**src/rtl/calc2_pkg.sv**
```systemverilog
// calc2_pkg: shared types and instruction field positions for calc2_core.
//   opcodeE - 3-bit instruction opcodes
//   stateE  - control FSM states
//   OPC_* / RA_MSB / IMM_W - bit positions of the fixed instruction fields
package calc2_pkg;

    localparam int OPC_MSB = 31;
    localparam int OPC_LSB = 29;
    localparam int RA_MSB  = 28;
    localparam int IMM_W   = 16;

    typedef enum logic [2:0] {
        OP_ADD  = 3'b000,
        OP_SUB  = 3'b001,
        OP_AND  = 3'b010,
        OP_MOV  = 3'b011,
        OP_LD   = 3'b100,
        OP_ST   = 3'b101,
        OP_BZ   = 3'b110,
        OP_HALT = 3'b111
    } opcodeE;

    typedef enum logic [1:0] {
        S_FETCH,
        S_EXEC,
        S_MEM,
        S_HALT
    } stateE;

endpackage

```
**src/rtl/calc2_regfile.sv**
```systemverilog
// calc2_regfile: NREGS x DW register file.
//   Clk, Reset          - clock, asynchronous active-high clear
//   RdAddrA / RdDataA   - asynchronous read port A
//   RdAddrB / RdDataB   - asynchronous read port B
//   WrEn, WrAddr, WrData - synchronous write port
module calc2_regfile #(
    parameter int DW    = 32,
    parameter int NREGS = 4,
    localparam int RB   = $clog2(NREGS)
) (
    input  logic          Clk,
    input  logic          Reset,
    input  logic [RB-1:0] RdAddrA,
    output logic [DW-1:0] RdDataA,
    input  logic [RB-1:0] RdAddrB,
    output logic [DW-1:0] RdDataB,
    input  logic          WrEn,
    input  logic [RB-1:0] WrAddr,
    input  logic [DW-1:0] WrData
);

    logic [DW-1:0] regs [NREGS];

    always_ff @(posedge Clk or posedge Reset) begin
        if (Reset) begin
            for (int i = 0; i < NREGS; i++) regs[i] <= '0;
        end else if (WrEn) begin
            regs[WrAddr] <= WrData;
        end
    end

    assign RdDataA = regs[RdAddrA];
    assign RdDataB = regs[RdAddrB];

endmodule

```
**src/rtl/calc2_core.sv**
```systemverilog
// calc2_core: multi-cycle accumulator CPU with one shared req/ack memory port.
//   Clk, Reset  - clock, asynchronous active-high reset
//   Run         - resume request, only honoured while halted
//   MemReq/MemWe/MemAddr/MemWData - registered memory request (held until MemAck)
//   MemRData, MemAck               - memory response, sampled when MemReq && MemAck
//   Halted, PCOut, AccOut          - status: halt flag, current PC, current R[ACC]
module calc2_core
    import calc2_pkg::*;
#(
    parameter int DW    = 32,
    parameter int AW    = 16,
    parameter int NREGS = 4,
    parameter int ACC   = 2
) (
    input  logic          Clk,
    input  logic          Reset,
    input  logic          Run,
    output logic          MemReq,
    output logic          MemWe,
    output logic [AW-1:0] MemAddr,
    output logic [DW-1:0] MemWData,
    input  logic [DW-1:0] MemRData,
    input  logic          MemAck,
    output logic          Halted,
    output logic [AW-1:0] PCOut,
    output logic [DW-1:0] AccOut
);

    localparam int RB = $clog2(NREGS);
    localparam logic [RB-1:0] ACC_IDX = RB'(ACC);

    stateE         state;
    logic [AW-1:0] pc;
    logic [31:0]   ir;

    opcodeE        opc;
    logic [RB-1:0] ra, rd;
    logic [AW-1:0] immA, pcInc, pcExec;
    logic          bzTaken;
    logic [DW-1:0] accVal, raVal, aluRes;
    logic          wrEn;
    logic [RB-1:0] wrAddr;
    logic [DW-1:0] wrData;

    // Bits between rd and imm carry no meaning.
    logic unusedIrBits;
    assign unusedIrBits = ^ir[RA_MSB-2*RB:IMM_W];

    assign opc     = opcodeE'(ir[OPC_MSB:OPC_LSB]);
    assign ra      = ir[RA_MSB -: RB];
    assign rd      = ir[RA_MSB-RB -: RB];
    assign immA    = AW'($signed(ir[IMM_W-1:0]));
    assign pcInc   = pc + AW'(1);
    assign bzTaken = (opc == OP_BZ) && (accVal == '0);
    assign pcExec  = bzTaken ? pc + immA : pcInc;

    calc2_regfile #(.DW(DW), .NREGS(NREGS)) uRegs (
        .Clk     (Clk),
        .Reset   (Reset),
        .RdAddrA (ACC_IDX),
        .RdDataA (accVal),
        .RdAddrB (ra),
        .RdDataB (raVal),
        .WrEn    (wrEn),
        .WrAddr  (wrAddr),
        .WrData  (wrData)
    );

    always_comb begin
        aluRes = accVal;
        case (opc)
            OP_ADD:  aluRes = accVal + raVal;
            OP_SUB:  aluRes = accVal - raVal;
            OP_AND:  aluRes = accVal & raVal;
            default: aluRes = accVal;
        endcase
    end

    // Both operands come from the register array before this edge's write,
    // so ACC-as-source always sees the old value.
    always_comb begin
        wrEn   = 1'b0;
        wrAddr = ACC_IDX;
        wrData = aluRes;
        if (state == S_EXEC) begin
            case (opc)
                OP_ADD, OP_SUB, OP_AND: wrEn = 1'b1;
                OP_MOV: begin
                    wrEn   = 1'b1;
                    wrAddr = rd;
                    wrData = raVal;
                end
                default: ;
            endcase
        end else if (state == S_MEM && MemReq && MemAck && opc == OP_LD) begin
            wrEn   = 1'b1;
            wrAddr = ra;
            wrData = MemRData;
        end
    end

    // Memory-port outputs are loaded on the edge that enters the state
    // using them, so they are registered and stable for the whole transfer.
    always_ff @(posedge Clk or posedge Reset) begin
        if (Reset) begin
            state    <= S_FETCH;
            pc       <= '0;
            ir       <= '0;
            MemReq   <= 1'b0;
            MemWe    <= 1'b0;
            MemAddr  <= '0;
            MemWData <= '0;
            Halted   <= 1'b0;
        end else begin
            case (state)
                S_FETCH: begin
                    if (!MemReq) begin
                        // Only reached straight out of reset.
                        MemReq  <= 1'b1;
                        MemWe   <= 1'b0;
                        MemAddr <= pc;
                    end else if (MemAck) begin
                        ir     <= MemRData[31:0];
                        MemReq <= 1'b0;
                        state  <= S_EXEC;
                    end
                end
                S_EXEC: begin
                    case (opc)
                        OP_LD, OP_ST: begin
                            MemReq   <= 1'b1;
                            MemWe    <= (opc == OP_ST);
                            MemAddr  <= immA;
                            MemWData <= raVal;
                            state    <= S_MEM;
                        end
                        OP_HALT: begin
                            Halted <= 1'b1;
                            state  <= S_HALT;
                        end
                        default: begin
                            pc      <= pcExec;
                            MemReq  <= 1'b1;
                            MemWe   <= 1'b0;
                            MemAddr <= pcExec;
                            state   <= S_FETCH;
                        end
                    endcase
                end
                S_MEM: begin
                    if (MemAck) begin
                        // Next fetch request follows back-to-back.
                        pc      <= pcInc;
                        MemWe   <= 1'b0;
                        MemAddr <= pcInc;
                        state   <= S_FETCH;
                    end
                end
                S_HALT: begin
                    if (Run) begin
                        Halted  <= 1'b0;
                        pc      <= pcInc;
                        MemReq  <= 1'b1;
                        MemWe   <= 1'b0;
                        MemAddr <= pcInc;
                        state   <= S_FETCH;
                    end
                end
                default: state <= S_FETCH;
            endcase
        end
    end

    assign PCOut  = pc;
    assign AccOut = accVal;

endmodule

```
**config.mk**
```make
export PLATFORM = sky130hd
export DESIGN_NAME = calc2_core
export DESIGN_NICKNAME = d
export VERILOG_FILES = /design/src/rtl/calc2_pkg.sv /design/src/rtl/calc2_regfile.sv /design/src/rtl/calc2_core.sv
export SDC_FILE = /design/constraint.sdc
export NUM_CORES = 1
export LEC_CHECK = 0
export ABC_AREA = 0
export CELL_PAD_IN_SITES_DETAIL_PLACEMENT = 0
export CELL_PAD_IN_SITES_GLOBAL_PLACEMENT = 1
export CORE_MARGIN = 2
export CORE_UTILIZATION = 48
export DETAILED_ROUTE_END_ITERATION = 7
export GPL_ROUTABILITY_DRIVEN = 0
export PLACE_DENSITY = 0.85
export SLEW_MARGIN = 40
export SYNTH_ARGS = -nofsm -noshare
export SYNTH_HDL_FRONTEND = slang
export SYNTH_SLANG_ARGS = --single-unit
```
**constraint.sdc**
```tcl
create_clock -name Clk -period 12.8 [get_ports Clk]
set_input_delay 1.92 -clock Clk [delete_from_list [all_inputs] [get_ports Clk]]
set_output_delay 1.92 -clock Clk [all_outputs]
set_load 0.005 [all_outputs]
```
Yosys cells after proc, flatten, opt, wreduce, memory -nomap -nowiden:

Cells that the tools add are included.
Widths: inputs -> output; s select.

* register bits: 229
* bits in latches: 0
* bits in writable memories: 0
* ROM bits: 0
* bits of input ports: 36
* output and inout port bits: 99
* word-level logic and storage cells: 103
* memories kept: 0

* $add $sub $neg: 4
* multipliers: 0
* div/mod/pow operators: 0
* magnitude comparators: 3
* eq/ne operators: 18
* shifts and indexed selects: 0
* muxes and demuxes: 42
* bitwise operators: 3
* reductions and logical operators: 21

Operator list (number)
* $mux 32: 6
* $bwmux 128: 1
* $pmux 32 s3: 1
* $mux 16: 5
* $bmux 32 s2: 1
* $demux 32 s2: 1
* $pmux 16 s4: 1
* $pmux 16 s3: 1
* $add 32x32->32: 1
* $and 32x32->32: 1
* $logic_not 32->1: 1
* $pmux 16 s2: 1
* $sub 32x32->32: 1
* $add 16x1->16 const B: 1
* $add 16x16->16: 1
* $mux 2: 7
* $ne 2x2->1 const B: 7
* $eq 3x3->1 const B: 4
* $reduce_and 4->1: 3
* $mux 1: 11
* $reduce_and 3->1: 3
* $pmux 2 s4: 1
* $eq 3x2->1 const B: 2
* $ge 3x3->1 const B: 2
* 19 further kinds: 27

Logic depth before layout (Yosys ltp):

Gate-level depths: netlist (run 1).

* depth after elaboration: 12
* gate-level depth with buffers: 24
* gate-level depth less buffers: 22

Hierarchy:

A second synthesis (run 1) with hierarchy kept.

* cells, all modules: 1561
* area total of the unflattened synthesis: 15648.8 µm²

By module, submodules not included
* calc2_core: times used 1, cells an instance 1208, area each 9356.5 µm²
* calc2_regfile: times used 1, cells an instance 353, area each 6292.3 µm²

Worst setup path before layout (run 1):

OpenSTA, ideal clock, no wires.

* path kind: reg-to-reg
* from: register ir[27]
* to: register uRegs.regs[26] in the netlist's numbering
* arrival time: 4711 ps
* data required time: 12644 ps
* path slack: 7933 ps
* stages on the path, launching flop included: 20
* cells stage by stage: dfrtp_1 > buf_6 > mux4_2 > nor4_4 > nor2b_1 > nand3_1 > or2_1 > or3_4 > o31ai_1 > xor2_1 > ha_1 > nand4_1 > inv_1 > a21oi_1 > o21ai_0 > a21oi_1 > o21bai_1 > mux2i_1 > a2111oi_0 > o31ai_1

* word-level cells in the longest chain between the ends: 9

Ends and longest elaborated chain
* from (decl): line calc2_core.sv:34 `logic [31:0] ir;`
* from (signal assigned): line calc2_core.sv:123 `ir <= MemRData[31:0];`
* $not 2->3 (implied by the code): line calc2_regfile.sv:33 `assign RdDataB = regs[RdAddrB];`
* $bmux 32 s2: line calc2_regfile.sv:33
* $mux 32 (implied by the code) (2 in series): line calc2_regfile.sv:33
* $sub 32x32->32, or another cell as far along: line calc2_core.sv:73 `OP_SUB: aluRes = accVal - raVal;`
* $pmux 32 s3: line calc2_core.sv:71 `case (opc)`
* $mux 32 (on tied branches): line calc2_core.sv:95, calc2_core.sv:86
* $mux 32: line calc2_core.sv:85 `if (state == S_EXEC) begin`
* $bwmux 128 *: line calc2_regfile.sv:28 `regs[WrAddr] <= WrData;`
* to (signal, indexed assignment): line calc2_regfile.sv:28
* to (decl): line calc2_regfile.sv:22 `logic [DW-1:0] regs [NREGS];`

Every way passes the cells marked *; elsewhere a longest branch is shown, timed or not. The select of a mux whose other input is x is not followed.
A chain may end at the register's enable or synchronous reset.

Worst setup path in the final report (run 1):

* from: register ir[27]
* to: register uRegs.regs[26] in the netlist's numbering

* word-level cells in the longest chain between the ends: 9

Ends and longest elaborated chain
* $not 2->3 (implied by the code) *: line calc2_regfile.sv:33
* $bmux 32 s2 *: line calc2_regfile.sv:33
* $mux 32 (implied by the code) * (2 in series): line calc2_regfile.sv:33
* net raVal[0]: line calc2_core.sv:40 `logic [DW-1:0] accVal, raVal, aluRes;`
* $sub 32x32->32 / $add 32x32->32 (equally long branches): line calc2_core.sv:73, calc2_core.sv:72
* $pmux 32 s3 *: line calc2_core.sv:71
* $mux 32 (on tied branches): line calc2_core.sv:95, calc2_core.sv:86
* $mux 32 *: line calc2_core.sv:85
* $bwmux 128 *: line calc2_regfile.sv:28

Mark *: on every way through the listed nets, which the timed path passes. The rest lies on a longest branch. The select of a mux whose other input is x is not followed.

==> impl_results.md, run 1 <==
- Status: finished clean
- Largest net degree at the start of global routing: 76
- Crit path buf inv count: 3
- Drt total wl: 49720 um
- RSZ-0062 raised after global routing: no
- GRT Total Usage: 0.2997
- Flops & latches, synth: 220
- Largest area contributor in the netlist: dfrtp_1
- CORE AREA: 30670 sq um
- Crit path cell chain: buf_4 > mux4_2 > inv_1 > ha_1 > nand2_1 > nor2_1 > nand3_1 > or2_1 > or3_4 > o31ai_1 > xor2_1 > ha_1 > nand4_1 > inv_1 > a21oi_1 > o21ai_0 > a21oi_1 > o21bai_1 > mux2i_1 > a2111oi_1 > o31ai_1
- Row cnt: 64
- Congestion Overflow GR: 0
- Drt initial violations: 1294
- CP startpoint kind: flop
- Antenna violations before repair: 2
- Starting Density: 0.4879
- Fin. Hold Viols: 0
- Setup total negative slack: 0 ns
- Tmin final: 6.329 ns
- Synthesized area per cell: 8.614 sq um
- Synth top area share: 0.3679
- CP Class: reg2reg
- Post-DP HPWL: 34830 um
- Htree depth: 1
- Nets: 1886
- Dpl ws: 6.638 ns
- N_diodes: 0
- F_max: 0.1580 GHz
- Total of max-cap violations: 0
- Cts hold-fix bufs: 0
- Syn Nets: 1824
- First-pass GRT wire length: 76920 um
- Worst EP arrival: 6.72 ns
- Hold WS: 0.4720 ns
- Hold WC Path Type: reg2reg
- Worst-Margin Slew: 0.8524 ns
- Critical-path top delay cell: dfrtp_2
- Yosys cell types: 77
- Via count: 13870
- Clock sinks: 220
- First drt pass iteration count: 5
- Critical Path Max Stage Delay: 0.84 ns
- Final setup vio count: 0
- Crit-path leading delay family: compound AO/OA/AOI/OAI gates
- Max-slew headroom: 0.4257
- CTS buffer count: 26
- Synth Instances: 1737
- Final WS setup: 6.471 ns
- Routed length per instance: 22.46 um
- Die height: 180.6 um
- Clock Tree Buf Depth: 3
- Clock transition at path regs: 0.06 ns
- Fraction of the yosys area taken by sequential cells: 0.3679
- Die X: 180.6 um
- Ratio of cells with drive above 1 in the final layout: 0.1183
- Vias in the first global route: 13180
- Critical Path Sink Type: flop
- Antenna violation net count after detailed routing: 0
- PortBufs: 134
- Final period utilization: 0.4945
- Cts repair resizes: 0
- Yosys warnings: 0
- Main flop type after synthesis: dfrtp_1
- Root Driver: clkbuf_16
- DIE AREA: 32600 sq um
- Worst Path Required: 13.19 ns
- Top-Level Pins: 135
- Post-CTS setup buffer count: 0
- Cell area after synthesis: 14960 sq um
- CP max FO: 20
- Post-synth ARST share: 1.000
- CTS tree: done
- Top post-synthesis cells by area: dfrtp_1 (37%), nand2_1 (8.4%), o21ai_0 (6.6%)
- Post-synth EDFFs: 0
- DRC Markers: 0
- Layout area overhead: 16.52%
- Clock Skew: 0.008600 ns
- Final Max Slew Viols: 0
- Worst-Skew Late Latency: 0.54 ns
- Post-DR vias/cell: 6.266
[flip-flops by register name, indices dropped and copies added (netlist names)]
signal / cells
ir: 23
MemReq: 1
MemWe: 1
Halted: 1
MemWData: 32
MemAddr: 16
state: 2
PCOut: 16
uRegs.regs: 128
[worst paths after layout]
check	from	endpoint	slack, ns	cells past startpoint
max in group asynchronous	Reset	uRegs.regs[98]	9.85	3
min in group asynchronous	Reset	MemWData[22]	1.84	2
max reg2reg	ir[27]	uRegs.regs[26]	6.47	21
min reg2reg	MemWData[10]	MemWData[10]	0.47	2
min	MemWData[10]	MemWData[10]	0.47	2
max	ir[27]	uRegs.regs[26]	6.47	21
[area by class of cell]
| class | count | area (sq um) |
|---|---|---|
| multi-input cells | 1356 | 8801 |
| fillers | 2732 | 13230 |
| clock inverters | 10 | 131.4 |
| inverters | 30 | 120.1 |
| well taps | 396 | 495.5 |
| clock buffers | 37 | 783.3 |
| flip-flops and latches | 220 | 5507 |
| repair buffers | 165 | 1598 |
[layout by cell type (no fill, tap or decap), drive strengths merged, types with 10 or more instances in the layout]
| master | count |
|---|---|
| dfrtp | 220 |
| nor4 | 14 |
| o211ai | 25 |
| nand3 | 34 |
| nor3 | 21 |
| a211oi | 11 |
| or3 | 19 |
| o21a | 17 |
| inv | 30 |
| nand4 | 10 |
| mux2 | 77 |
| o31ai | 14 |
| clkdlybuf4s50 | 134 |
| mux2i | 12 |
| a31oi | 11 |
| o21ai | 205 |
| nand2 | 335 |
| ha | 49 |
| clkbuf | 37 |
| and3 | 12 |
| a21oi | 114 |
| a21o | 26 |
| mux4 | 32 |
| xnor2 | 36 |
| xor2 | 38 |
| nor2 | 131 |
| buf | 31 |
[cell usage after synthesis, drive strengths merged, types with 12 or more instances]
library cell  number
xnor2             36
clkbuf            80
nor3              21
and3              12
o21a              17
nor2             131
o211ai            25
buf               51
mux2              77
nand3             34
nor4              14
o21ai            205
inv               29
mux4              32
dfrtp            220
xor2              38
mux2i             12
a21o              26
ha                49
a21oi            114
o31ai             14
nand2            335
or3               19
[kinds of logic after synthesis]
family	share of synthesized area
DFF	0.3679
xor gates and xnor gates	0.04382
adders and majority gates	0.04365
buffers and inverters	0.04933
muxes	0.1144
AOI/OAI and AO/OA	0.2032
and+or+nand+nor	0.1777
[metal layers]
layer / vias to the layer above / track usage / part of all wire
met3: 108 / 0.06589 / 0.11
met1: 6684 / 0.4266 / 0.43
met2: 743 / 0.4545 / 0.43
met4: 4 / 0.09806 / 0.034
met5: - / 0 / 0.00072
li1: 6335 / - / -
[worst min-delay path: cells and delay by family, from the launching register on]
kind	cells	cell delay, ns
flops	1	0.34
simple gates	2	0.10
[metrics by stage]
step / utilization / instance area [sq um] / cells
after global routing: 0.5685 / 17440 / 2214
after global placement: 0.5362 / 16450 / 2163
after CTS: 0.5683 / 17430 / 2214
final: 0.5685 / 17440 / 2214
after detailed placement: 0.5384 / 16510 / 2167
after floorplan: - / 14960 / 1737
Power of run 1 is not shown: default switching activity piles up to over one toggle a cycle in this logic, so the estimate is an artifact.
==> run 2: changes to the inputs <==
--- a/config.mk
+++ b/config.mk
@@ -9,10 +9,10 @@
 export CELL_PAD_IN_SITES_DETAIL_PLACEMENT = 0
 export CELL_PAD_IN_SITES_GLOBAL_PLACEMENT = 1
 export CORE_MARGIN = 2
-export CORE_UTILIZATION = 48
+export CORE_UTILIZATION = 45
 export DETAILED_ROUTE_END_ITERATION = 7
 export GPL_ROUTABILITY_DRIVEN = 0
-export PLACE_DENSITY = 0.85
+export PLACE_DENSITY = 0.81
 export SLEW_MARGIN = 40
 export SYNTH_ARGS = -nofsm -noshare
 export SYNTH_HDL_FRONTEND = slang
==> constraint.sdc (replaced) <==
create_clock -name Clk -period 6.3 [get_ports Clk]
set_input_delay 0.945 -clock Clk [delete_from_list [all_inputs] [get_ports Clk]]
set_output_delay 0.945 -clock Clk [all_outputs]
set_load 0.005 [all_outputs]
==> impl_results.md, run 2 (synthesis results as in run 1) <==
- Post-DP HPWL: 35270 um (+1.3%)
- Ratio of cells with drive above 1 in the final layout: 0.1217 (+0.003449)
- Routed length per instance: 22.11 um (-1.5%)
- Clock sinks: 220 (unchanged)
- RSZ-0062 raised after global routing: no
- Nets: 1891 (+0.27%)
- Reg with most FFs: uRegs.regs
- Hold WC Path Type: reg2reg
- Critical-path top delay cell: mux4_2
- GRT Total Usage: 0.2831 (-0.01652)
- Max-slew headroom: 0.4306 (+0.004881)
- Vias in the first global route: 13040 (-1.1%)
- Antenna violations before repair: 2 (unchanged)
- Clock Skew: 0.02469 ns (+0.01609 ns)
- Clock Tree Buf Depth: 3 (unchanged)
- Worst EP arrival: 6.21 ns (-0.51 ns)
- Total of max-cap violations: 0 (unchanged)
- Worst setup startpoint: ir[27]
- Drt initial violations: 1284 (-0.77%)
- Drt total wl: 50150 um (+0.86%)
- Crit Reg-Reg Startpoint: ir[27]
- CP Class: reg2reg
- # fillers: 2999 (+9.8%)
- Root Driver: clkbuf_16
- Htree depth: 1 (unchanged)
- Status: finished, violations left
- Worst-Skew Late Latency: 0.56 ns (+0.02 ns)
- Layout area overhead: 17.18%
- Row cnt: 66 (+3.1%)
- Die X: 186.4 um (+3.2%)
- Hold WS: 0.4715 ns (-0.0005400 ns)
- Top-Level Pins: 135 (unchanged)
- Congestion Overflow GR: 0 (unchanged)
- Crit path buf inv count: 1 (-2)
- Failing checks: design-rule violations
- Fin util: 0.5375 (-0.03098)
- Die height: 186.4 um (+3.2%)
- First drt pass iteration count: 8 (+3)
- Cts repair resizes: 0 (unchanged)
- CTS buffer count: 26 (unchanged)
- Most frequent cells in the layout: nand2_1 (334), dfrtp_1 (219), o21ai_0 (196), clkdlybuf4s50_1 (134), nor2_1 (128)
- Tmin final: 5.769 ns (-0.5603 ns)
- Critical Path Max Stage Delay: 0.64 ns (-0.20 ns)
- CP startpoint kind: flop
- Largest net degree at the start of global routing: 105 (+38%)
- Setup total negative slack: 0 ns (unchanged)
- Post-DR vias/cell: 6.117 (-2.4%)
- CTS tree: done
- Starting Density: 0.4587 (-0.02916)
- Crit path cell chain: buf_4 > mux4_2 > nor4_2 > nand3_1 > or2_1 > or3_4 > nor3_2 > a21oi_1 > xnor2_1 > ha_1 > a21o_1 > a21o_1 > a21oi_1 > a21boi_0 > o221ai_1 > a221oi_1 > a221oi_1 > mux2_2
- Max FFs per register: 128 (unchanged)
- Post-CTS setup buffer count: 0 (unchanged)
- Final setup vio count: 0 (unchanged)
- CORE AREA: 32620 sq um (+6.4%)
- M2 GR Usage: 0.4371 (-0.01736)
- Worst-Margin Slew: 0.8541 ns (+0.001686 ns)
- Met1 usage: 0.4045 (-0.02209)
- CP max FO: 14 (-30%)
- DIE AREA: 34730 sq um (+6.5%)
- Busiest grt layer: met2
- First-pass GRT wire length: 77680 um (+0.99%)
- Fin. Hold Viols: 0 (unchanged)
- Dpl cell area: 16620 sq um (+0.65%)
- DRC Markers: 1 (+1)
- Cts hold-fix bufs: 0 (unchanged)
- F_max: 0.1733 GHz (+9.7%)
- PortBufs: 134 (unchanged)
- Antenna violation net count after detailed routing: 0 (unchanged)
- Design area: 17530 sq um (+0.56%)
- Crit-path leading delay family: compound AO/OA/AOI/OAI gates
- Final Max Slew Viols: 0 (unchanged)
- Top Registers: uRegs.regs x128, MemWData x32, ir x23
- Final period utilization: 0.9157 (+0.4212)
- Via count: 13870 (-0.0072%)
- Worst Path Required: 6.74 ns (-6.45 ns)
- Min-delay src: MemWData[28]
- Critical Path Sink Type: flop
- Clock transition at path regs: 0.06 ns (about the same)
- Leading cell type in the layout, fill and taps excluded: nand2_1
- Met3 usage in global routing: 0.05172 (-0.01416)
-- run 2: cell count changes in the layout (fill, tap and decap cells not counted), sizes merged --
| cell | previous run | this run |
|---|---|---|
| buf | 31 | 36 |
| clkbuf | 37 | 32 |
| clkinv | 6 | 9 |
| clkinvlp | 1 | 4 |
| diode | 0 | 2 |
-- run 2: area by class of cell --
| type | count | area, sq um | share of cell area |
|---|---|---|---|
| Timing Repair Buffer | 170 | 1668 | 0.09513 |
| Multi-Input combinational cell | 1356 | 8782 | 0.5009 |
| Antenna cell | 2 | 5.005 | 0.0002854 |
| Sequential cell | 220 | 5507 | 0.3141 |
| Clock inverter | 16 | 177.7 | 0.01013 |
| Clock buffer | 32 | 724.4 | 0.04132 |
| Inverter | 30 | 116.4 | 0.006637 |
| Tap cell | 442 | 553.0 | 0.03154 |
-- run 2: final timing paths --
check,endpoint,slack [ns],depth (start not counted)
setup reg to reg,uRegs.regs[123],0.53,18
hold / removal,MemWData[28],0.47,2
hold reg to reg,MemWData[28],0.47,2
max in group asynchronous,ir[27],4.27,4
setup / recovery,uRegs.regs[123],0.53,18
min in group asynchronous,uRegs.regs[92],0.76,2
-- run 2: worst register-to-register path, cell delays in order, from the launching register on --
cell,delay (ns)
dfrtp_2,0.61
buf_4,0.37
mux4_2,0.64
nor4_2,0.37
nand3_1,0.18
or2_1,0.26
or3_4,0.40
nor3_2,0.34
a21oi_1,0.14
xnor2_1,0.16
ha_1,0.37
a21o_1,0.22
a21o_1,0.17
a21oi_1,0.20
a21boi_0,0.26
o221ai_1,0.16
a221oi_1,0.36
a221oi_1,0.16
mux2_2,0.30
-- run 2: metrics by stage --
step / std cells / worst slack (ns)
after floorplan: 1737 / 1.433
after global placement: 2216 / 0.7283
after detailed placement: 2218 / 0.6185
after CTS: 2266 / 0.5723
after global routing: 2266 / 0.06985
final: 2268 / 0.5309
-- run 2: metal layers --
metal	wire length, um	up-vias
met4	1293	0
met2	22190	671
met3	4678	95
met5	0	-
li1	-	6358
met1	21990	6749
Power of run 2 is left out for the same reason.
==> run 3: changes to the inputs <==
--- a/config.mk
+++ b/config.mk
@@ -10,6 +10,7 @@
 export CELL_PAD_IN_SITES_GLOBAL_PLACEMENT = 1
 export CORE_MARGIN = 2
 export CORE_UTILIZATION = 45
+export CTS_CLUSTER_DIAMETER = 100
 export DETAILED_ROUTE_END_ITERATION = 7
 export GPL_ROUTABILITY_DRIVEN = 0
 export PLACE_DENSITY = 0.81
==> results of run 3 <==
Same layout as run 2: the final DEF is identical, and so are final timing and power.
Power of run 3 is left out for the same reason.
